$ cat src/rtl/axi_master_burst.sv
// Single-outstanding AXI master: turns one command into a full read or write burst,
// streaming beats to/from a valid/ready user port and pulsing done with the worst response.
module axi_master_burst #(
    parameter int ADDR_W = 32,
    parameter int DATA_W = 32,
    parameter int LEN_W  = 8
) (
    input  logic              aclk,
    input  logic              areset_n,
    input  logic              cmd_valid,
    output logic              cmd_ready,
    input  logic              cmd_write,
    input  logic [ADDR_W-1:0] cmd_addr,
    input  logic [LEN_W-1:0]  cmd_len,
    input  logic [2:0]        cmd_size,
    input  logic [1:0]        cmd_burst,
    input  logic [DATA_W-1:0] wr_data,
    input  logic              wr_valid,
    output logic              wr_ready,
    output logic [DATA_W-1:0] rd_data,
    output logic [1:0]        rd_resp,
    output logic              rd_last,
    output logic              rd_valid,
    input  logic              rd_ready,
    output logic              done,
    output logic [1:0]        done_resp,
    output logic              len_err,
    output logic [ADDR_W-1:0] araddr,
    output logic [LEN_W-1:0]  arlen,
    output logic [2:0]        arsize,
    output logic [1:0]        arburst,
    output logic              arvalid,
    input  logic              arready,
    input  logic [DATA_W-1:0] rdata,
    input  logic [1:0]        rresp,
    input  logic              rlast,
    input  logic              rvalid,
    output logic              rready,
    output logic [ADDR_W-1:0] awaddr,
    output logic [LEN_W-1:0]  awlen,
    output logic [2:0]        awsize,
    output logic [1:0]        awburst,
    output logic              awvalid,
    input  logic              awready,
    output logic [DATA_W-1:0] wdata,
    output logic              wlast,
    output logic              wvalid,
    input  logic              wready,
    input  logic [1:0]        bresp,
    input  logic              bvalid,
    output logic              bready
);

    // state | meaning
    // IDLE  | waiting for a command      RADDR/WADDR | address phase, held until ready
    // RDATA | streaming read beats        WDATA | streaming write beats    WRESP | waiting for B
    typedef enum logic [2:0] {IDLE, RADDR, RDATA, WADDR, WDATA, WRESP} state_t;

    state_t            state;
    logic [ADDR_W-1:0] addr_q;
    logic [LEN_W-1:0]  len_q;
    logic [LEN_W-1:0]  cnt;
    logic [2:0]        size_q;
    logic [1:0]        burst_q;
    logic [1:0]        worst;
    logic [1:0]        worst_next;
    logic              cnt_at_len;
    logic              w_hs;
    logic              r_hs;

    assign cnt_at_len = (cnt == len_q);
    assign w_hs       = (state == WDATA) && wr_valid && wready;
    assign r_hs       = (state == RDATA) && rvalid && rd_ready;
    assign worst_next = (rresp > worst) ? rresp : worst;

    always_ff @(posedge aclk or negedge areset_n) begin
        if (!areset_n) begin
            state     <= IDLE;
            cmd_ready <= 1'b0;
            addr_q    <= '0;
            len_q     <= '0;
            size_q    <= '0;
            burst_q   <= '0;
            cnt       <= '0;
            worst     <= '0;
            done      <= 1'b0;
            done_resp <= '0;
            len_err   <= 1'b0;
        end else begin
            done    <= 1'b0;
            len_err <= 1'b0;
            case (state)
                IDLE: begin
                    // cmd_ready rises one clock after reset so a command held across release waits
                    cmd_ready <= 1'b1;
                    if (cmd_valid && cmd_ready) begin
                        addr_q    <= cmd_addr;
                        len_q     <= cmd_len;
                        size_q    <= cmd_size;
                        burst_q   <= cmd_burst;
                        cnt       <= '0;
                        worst     <= '0;
                        cmd_ready <= 1'b0;
                        state     <= cmd_write ? WADDR : RADDR;
                    end
                end
                RADDR: if (arready) state <= RDATA;
                WADDR: if (awready) state <= WDATA;
                WDATA: begin
                    if (w_hs) begin
                        cnt <= cnt + LEN_W'(1);
                        if (cnt_at_len) state <= WRESP;
                    end
                end
                WRESP: begin
                    if (bvalid) begin
                        done      <= 1'b1;
                        done_resp <= bresp;
                        cmd_ready <= 1'b1;
                        state     <= IDLE;
                    end
                end
                RDATA: begin
                    if (r_hs) begin
                        cnt   <= cnt + LEN_W'(1);
                        worst <= worst_next;
                        // a slave rlast and our own beat count both end the burst; disagreement is flagged
                        if (rlast || cnt_at_len) begin
                            done      <= 1'b1;
                            done_resp <= worst_next;
                            len_err   <= (rlast != cnt_at_len);
                            cmd_ready <= 1'b1;
                            state     <= IDLE;
                        end
                    end
                end
                default: state <= IDLE;
            endcase
        end
    end

    assign arvalid  = (state == RADDR);
    assign araddr   = addr_q;
    assign arlen    = len_q;
    assign arsize   = size_q;
    assign arburst  = burst_q;

    assign awvalid  = (state == WADDR);
    assign awaddr   = addr_q;
    assign awlen    = len_q;
    assign awsize   = size_q;
    assign awburst  = burst_q;

    assign wvalid   = (state == WDATA) && wr_valid;
    assign wdata    = wr_data;
    assign wlast    = (state == WDATA) && cnt_at_len;
    assign wr_ready = (state == WDATA) && wready;

    assign rready   = (state == RDATA) && rd_ready;
    assign rd_valid = (state == RDATA) && rvalid;
    assign rd_data  = rdata;
    assign rd_resp  = rresp;
    assign rd_last  = (state == RDATA) && rlast;

    assign bready   = (state == WRESP);

endmodule

$ cat config.mk
export PLATFORM = sky130hd
export DESIGN_NAME = axi_master_burst
export DESIGN_NICKNAME = d
export VERILOG_FILES = /design/src/rtl/axi_master_burst.sv
export SDC_FILE = /design/constraint.sdc
export NUM_CORES = 1
export LEC_CHECK = 0
export ABC_AREA = 1
export CAP_MARGIN = 30
export CORE_MARGIN = 5
export CORE_UTILIZATION = 37
export DETAILED_ROUTE_END_ITERATION = 12
export PLACE_DENSITY = 0.9
export SLEW_MARGIN = 0
export SYNTH_ARGS = -nofsm -noshare
export SYNTH_HDL_FRONTEND = slang
export SYNTH_SLANG_ARGS = --single-unit
$ cat constraint.sdc
create_clock -name aclk -period 3.32 [get_ports aclk]
set_input_delay 0.332 -clock aclk [delete_from_list [all_inputs] [get_ports aclk]]
set_output_delay 0.332 -clock aclk [all_outputs]
set_load 0.05 [all_outputs]
==> summary.md, run 1 <==
| Metric | Value |
|---|---|
| Clock Skews | 0.00626 ns |
| Maximum operating frequency | 391 MHz |
| Yosys Warn Count | 0 |
| Final cell utilization of the core | 49.4% |
| Power share of the clock group | 8.9% |
| Number of antenna violations at the first check in global routing | 0 |
| Via count | 2684 |
| Initial DRC Count | 117 |
| Final Routed Wirelength | 9430 um |
| Maximum count of clock buffers along a single path | 2 |
| Overall die width | 114 um |
| Peak supply drop | 776 uV |
| Port-buffer cells | 166 |
| Row Count | 37 |
| Critical Path Max Stage Delay | 0.81 ns |
| Setup bufs post-CTS | 0 |
| Worst-Margin Slew | 0.662 ns |
| Final hold viol count | 0 |
| Period utilisation layout | 77.1% |
| Bufs and invs on worst path | 3 |
| Post-place setup slack | 1.01 ns |
| Synth Net Count | 517 |
| Maximum number of pins on one net before global-route repair | 43 |
| Reg-to-reg startpoint | state[1] |
| Clk pin slew, worst setup/hold paths | 0.07 ns |
| Post-DP HPWL | 7510 um |
| Cell Chain, Critical Path | inv_2, nand2_2, nor2_1, inv_1, nor2_1, clkdlybuf4s50_1 |
| Number of distinct library cell variants in the gate-level netlist after synthesis | 27 |
| Wire per inst | 15.9 um |
| Final number of setup-violating endpoints | 0 |
| Depth of the critical timing path with buffers and inverters included | 6 |
| Post-detailed-route DRC marker count | 0 |
| Final max-slew violation count | 0 |
| Core footprint | 0.0104 mm^2 |
| Internal power | 3110 uW |
| Placed cell count | 575 |
| DIE HEIGHT | 114 um |
| CP Launch Point | state[1] |
| Sinks on Clock Net | 63 |
| Antenna violation net count after detailed routing | 0 |
| Layout Cells excl Fill | 593 |
| Largest fanout of any net on the critical path | 8 |
| Worst reg2reg endpoint | araddr[2] |
| Reg2reg path depth | 6 |
| Via density | 4.53 |
| Dominant delay contributor by cell family on the critical path | buffers and inverters |
| Most frequent cell on the critical path | nor2_1 |
| Number of H-tree levels | 3 |
| Worst slew margin relative to its limit | 55.9% |
| Share of cells above drive strength 1 | 17.3% |
| CTS buffer count | 9 |
| Leakage | 0.00238 uW |
| Die Footprint | 0.0129 mm^2 |
| Slowest cell on crit path | clkdlybuf4s50_1 |
| Min Tclk post-route | 2.56 ns |
| Mean post-synth cell area | 10.2 um^2 |
| Starting density of the core | 38.2% |
| PnR worst setup slack | 0.761 ns |
| Required time worst endpoint | 2.99 ns |
| TritonCTS clock tree | built |
| Final-layout setup total negative slack | 0 ns |
| Combinational group share of total power | 69.4% |
| Seq cells post-synth | 63 |
| Tot GR Track Use | 14.4% |
| Total number of nets in the final design | 582 |
| Number of instances resized during post-cts repair | 0 |
| FF-to-FF setup slack | 1.17 ns |
| Post-synth design cell area | 0.00397 mm^2 |
| Capturing element of the worst setup path | wr_ready |
| Proportion of power drawn by flip-flops and latches | 21.7% |
| Commonest non-fill, non-tap cells in the layout | clkdlybuf4s50_1 (165), dfrtp_1 (63), nand2_1 (54) |
| Outcome | completed |
| Vias in the first global route | 3029 |
| Post-synthesis to final-layout area growth | 29.2% |
| Data arrival, critical path | 2.23 ns |
| Root buffer cell | clkbuf_8 |
| Wire length of the first global-routing pass | 14900 um |
| Final Hold Slack | 0.498 ns |
| Cell count after synthesis | 387 |
| Crit path launch type | flop |
| Crit Path Category | flop to primary output |
| Register area share after synthesis | 39.8% |
| Hold Crit Class | input port to async pin |
| Total grt overflow | 0 |
| RSZ-0062 raised after global routing | no |
| Source-to-sink clock delay at the later pin of the worst-skew pair | 0.33 ns |
| Net load switching power | 3630 uW |
| Final Wtd Congestion | 0.789 |
| Number of inserted diodes | 0 |
| Net switching fraction of the power | 53.9% |
| Critical path endpoint category | primary output |
| Number of detailed-route iterations in the first pass | 4 |
| Leading cell type in the layout, fill and taps excluded | clkdlybuf4s50_1 |
| Count of maximum capacitance violations | 0 |
| Pwr dens | 1320 mW/mm^2 |
| Number of top-level pins | 295 |
## Yosys cell counts
cell,number,share of area (%)
buf_4,111,21
dfrtp_1,63,40
nand2_1,54,5.1
mux2_4,39,15
inv_1,25,2.4
nor2_1,24,2.3
xnor2_1,9,2.0
nand3_1,8,1.0
o21ai_0,7,0.88
mux2_2,6,1.7
buf_6,5,1.4
ha_1,5,1.6
inv_2,4,0.38
xor2_1,4,0.88
nand3_4,3,1.3
nor3_1,3,0.38
o21ai_1,3,0.38
a21oi_1,2,0.25
nand2_2,2,0.32
nor2_4,2,0.57
o21ai_2,2,0.44
nand3b_1,1,0.19
nand4_1,1,0.16
o221ai_1,1,0.22
o22ai_1,1,0.16
o22ai_2,1,0.32
or2_2,1,0.16
## kinds of logic after synthesis
family | after synthesis | share of synthesized area (%)
simple gates | 99 | 11.5
mux | 45 | 16.5
buf+inv | 145 | 25.2
flops | 63 | 39.8
fa+ha+maj | 5 | 1.58
compound gates | 17 | 2.65
xor+xnor | 13 | 2.87
## power by group through the flow
| stage | Sequential (uW) | Combinational, uW | Clock (uW) |
|---|---|---|---|
| after floorplan | 2440 | 2790 | 0 |
| after global placement | 1450 | 4640 | 0 |
| after detailed placement | 1480 | 4710 | 0 |
| after CTS | 1480 | 4720 | 632 |
| after global routing | 1530 | 4880 | 668 |
| final | 1460 | 4680 | 600 |
## through the flow
| step | total power (uW) | cell area [um^2] |
|---|---|---|
| finish | 6750 | 5120 |
| floorplan | 5240 | 3970 |
| CTS | 6830 | 5090 |
| global route | 7080 | 5120 |
| detailed placement | 6190 | 4920 |
| global placement | 6100 | 4920 |
## layer usage
| metal | track usage, % | vias up | share of wire, % |
|---|---|---|---|
| met3 | 5.46 | 19 | 9.6 |
| met2 | 25.1 | 147 | 50 |
| li1 | - | 1248 | - |
| met5 | 0 | - | 0 |
| met4 | 5.53 | 0 | 2.0 |
| met1 | 15.7 | 1270 | 39 |
## cell type report
| class | instances | area [um^2] |
|---|---|---|
| clock buffer | 12 | 155 |
| clock inverter | 4 | 20.0 |
| fill | 944 | 5250 |
| inverter | 29 | 109 |
| timing repair buffer | 170 | 1700 |
| sequential | 63 | 1580 |
| tap | 136 | 170 |
| multi-input combinational | 179 | 1390 |
## worst min-delay path by stage
stage,depth (start not counted),end,start
4_1_cts,1,arlen[3],areset_n
3_5_place_dp,1,araddr[9],araddr[9]
2_1_floorplan,0,araddr[0],areset_n
6_report,3,arlen[3],areset_n
5_1_grt,3,arlen[3],areset_n
3_3_place_gp,1,araddr[20],araddr[20]
## registers in the layout (all words and copies together), names as in the netlist
name and flops:
araddr 32, arburst 2, arlen 8, arsize 3, cmd_ready 1, cnt 8, done 1, done_resp 2
len_err 1, state 3, worst 2
## tightest hold or removal path, cell delays in order
cell	delay [ns]
dlygate4sd3_1	0.52
buf_2	0.12
buf_12	0.23
## what timing repair did
action	in CTS	in global routing
endpoints found under the setup margin	0	0
endpoints found under the hold margin	0	41
hold buffers	0	1
Power figures use the tool's default switching activity.
==> inputs of run 2 (changes only) <==
--- a/config.mk
+++ b/config.mk
@@ -8,9 +8,9 @@
 export ABC_AREA = 1
 export CAP_MARGIN = 30
 export CORE_MARGIN = 5
-export CORE_UTILIZATION = 37
+export CORE_UTILIZATION = 35
 export DETAILED_ROUTE_END_ITERATION = 12
-export PLACE_DENSITY = 0.9
+export PLACE_DENSITY = 0.86
 export SLEW_MARGIN = 0
 export SYNTH_ARGS = -nofsm -noshare
 export SYNTH_HDL_FRONTEND = slang
==> constraint.sdc (replaced) <==
create_clock -name aclk -period 2.51 [get_ports aclk]
set_input_delay 0.251 -clock aclk [delete_from_list [all_inputs] [get_ports aclk]]
set_output_delay 0.251 -clock aclk [all_outputs]
set_load 0.05 [all_outputs]
==> summary.md, run 2 (synthesized netlist as in run 1, its figures left out) <==
| Metric | Value |
|---|---|
| Outcome | completed (unchanged) |
| Post-synthesis to final-layout area growth | 32.9% (was 29.2%) |
| Final cell utilization of the core | 48.0% (was 49.4%) |
| Placed cell count | 579 (was 575) |
| Total number of nets in the final design | 581 (was 582) |
| Leakage | 0.00248 uW (was 0.00238 uW) |
| Final number of setup-violating endpoints | 0 (unchanged) |
| Post-DP HPWL | 7590 um (was 7510 um) |
| Critical path endpoint category | primary output (unchanged) |
| Power share of the clock group | 13.5% (was 8.9%) |
| Number of antenna violations at the first check in global routing | 0 (unchanged) |
| Flip-flop count of the largest register, all copies and words added | 32 (unchanged) |
| Via density | 4.54 (was 4.53) |
| Port-buffer cells | 166 (unchanged) |
| Period utilisation layout | 93.4% |
| Largest fanout of any net on the critical path | 10 (was 8) |
| Number of top-level pins | 295 (unchanged) |
| CP Launch Point | state[2] (was state[1]) |
| Via count | 2703 (was 2684) |
| Starting density of the core | 36.1% (was 38.2%) |
| Combined flip-flop and latch cell area | 0.00158 mm^2 (unchanged) |
| Share of cells above drive strength 1 | 17.3% (about the same) |
| CTS buffer count | 9 (unchanged) |
| Vias in the first global route | 2864 (was 3029) |
| Min Tclk post-route | 2.34 ns |
| Final-layout setup total negative slack | 0 ns (unchanged) |
| Endpoint of the worst hold-timing path | rd_data[30] |
| Tot GR Track Use | 13.7% (was 14.4%) |
| DIE HEIGHT | 116 um (was 114 um) |
| Total grt overflow | 0 (unchanged) |
| Initial DRC Count | 91 (was 117) |
| Crit path launch type | flop (unchanged) |
| Maximum number of pins on one net before global-route repair | 36 (was 43) |
| Internal power | 4560 uW (was 3110 uW) |
| Layout Cells excl Fill | 596 (was 593) |
| Net load switching power | 4830 uW (was 3630 uW) |
| Commonest non-fill, non-tap cells in the layout | clkdlybuf4s50_1 (162), dfrtp_1 (63), nand2_1 (54) (was clkdlybuf4s50_1 (165), dfrtp_1 (63), nand2_1 (54)) |
| Data arrival, critical path | 2.09 ns (was 2.23 ns) |
| Crit Path Category | flop to primary output (unchanged) |
| Worst-Margin Slew | 0.713 ns (was 0.662 ns) |
| Peak supply drop | 866 uV (was 776 uV) |
| Maximum count of clock buffers along a single path | 2 (unchanged) |
| Root buffer cell | clkbuf_16 (was clkbuf_8) |
| Source-to-sink clock delay at the later pin of the worst-skew pair | 0.32 ns (was 0.33 ns) |
| Count of maximum capacitance violations | 0 (unchanged) |
| Core footprint | 0.0110 mm^2 (was 0.0104 mm^2) |
| Worst slew margin relative to its limit | 52.5% (was 55.9%) |
| Worst min-delay path startpoint | rdata[30] |
| Required time worst endpoint | 2.26 ns (was 2.99 ns) |
| Final hold viol count | 0 (unchanged) |
| Number of H-tree levels | 3 (unchanged) |
| Count of fill cells added during filler insertion | 1005 (was 944) |
| Number of inserted diodes | 0 (unchanged) |
| Clock Skews | 0.0122 ns (was 0.00626 ns) |
| Final max-slew violation count | 0 (unchanged) |
| Area of combinational cells with multiple inputs | 0.00139 mm^2 (unchanged) |
| Post-detailed-route DRC marker count | 0 (unchanged) |
| Net switching fraction of the power | 51.4% (was 53.9%) |
| Antenna violation net count after detailed routing | 0 (unchanged) |
| Row Count | 38 (was 37) |
| Reg-to-reg startpoint | arlen[0] (was state[1]) |
| Power after layout | 9390 uW (was 6750 uW) |
| Hold Crit Class | input port to primary output (was input port to async pin) |
| Sinks on Clock Net | 63 (unchanged) |
| Final Hold Slack | 0.502 ns (was 0.498 ns) |
| Cell depth of the worst hold path | 0 |
| Leading cell type in the layout, fill and taps excluded | clkdlybuf4s50_1 (unchanged) |
| Final Routed Wirelength | 9660 um (was 9430 um) |
| Proportion of power drawn by flip-flops and latches | 20.4% (was 21.7%) |
| Overall die width | 116 um (was 114 um) |
| Worst reg2reg endpoint | state[1] (was araddr[2]) |
| RSZ-0062 raised after global routing | no (unchanged) |
| TritonCTS clock tree | built (unchanged) |
| Number of detailed-route iterations in the first pass | 4 (unchanged) |
| Clk pin slew, worst setup/hold paths | 0.05 ns (was 0.07 ns) |
| Combinational group share of total power | 66.1% (was 69.4%) |
| Wire length of the first global-routing pass | 14400 um (was 14900 um) |
| Reg2reg path depth | 13 (was 6) |
| Die Footprint | 0.0136 mm^2 (was 0.0129 mm^2) |
| Wire per inst | 16.2 um (was 15.9 um) |
| Final Wtd Congestion | 0.850 (was 0.789) |
| FF-to-FF setup slack | 0.45 ns (was 1.17 ns) |
| Pwr dens | 1780 mW/mm^2 (was 1320 mW/mm^2) |
| Maximum operating frequency | 426 MHz |
run 2: cell count changes in the layout (fill, tap and decap cells not counted), moves of 2 or more:
cell / change
clkbuf_16: +9
clkbuf_8: -8
dlymetal6s2s_1: +2
clkdlybuf4s50_1: -3
clkinv_2: -2
run 2: worst max path at each step:
stage / to / slack, ns / cells past startpoint
global placement: wvalid / 0.44 / 6
detailed placement: wr_ready / 0.39 / 6
floorplan: done_resp[1] / 0.48 / 7
finish: rready / 0.17 / 4
global route: rready / 0.07 / 4
CTS: wr_ready / 0.03 / 6
run 2: layer usage:
metal / up-vias / share of wire, % / global-route usage (%)
met5: - / 0 / 0
met4: 0 / 0.91 / 3.94
met3: 18 / 11 / 5.65
met2: 151 / 51 / 24.6
met1: 1279 / 37 / 14.6
li1: 1255 / - / -
run 2: area by class of cell:
type | count | share of cell area [%]
Tap cell | 140 | 3.32
Sequential cell | 63 | 29.9
Clock buffer | 13 | 5.13
Clock inverter | 3 | 0.760
Multi-Input combinational cell | 179 | 26.4
Inverter | 29 | 2.07
Timing Repair Buffer | 169 | 32.4
run 2: what timing repair did:
| action | 4_1_cts | 5_1_grt |
|---|---|---|
| hold buffers | 1 | 0 |
| buffers inserted | 0 | 0 |
| hold endpoints to repair | 24 | 0 |
| setup endpoints to repair | 0 | 2 |
| gates resized for setup | 0 | 2 |
run 2: per-stage QoR:
stage / worst slack, ns / instance area (um^2)
6_report: 0.165 / 5270
5_1_grt: 0.0661 / 5270
4_1_cts: 0.0280 / 5270
3_5_place_dp: 0.392 / 4940
3_3_place_gp: 0.439 / 4940
2_1_floorplan: 0.482 / 3970
run 2: power by group through the flow:
stage	sequential (uW)	clock [uW]	combinational [uW]
2_1_floorplan	3230	0	3700
3_3_place_gp	1900	0	6150
3_5_place_dp	1940	0	6240
4_1_cts	1930	1310	6260
5_1_grt	2000	1360	6480
6_report	1920	1270	6200
run 2: worst max-delay path, stage by stage, from the launching register on:
cell and delay, ns:
dfrtp_1 0.47, inv_2 0.16, nand3_4 0.15, nor2_1 0.17, clkdlybuf4s50_1 0.82
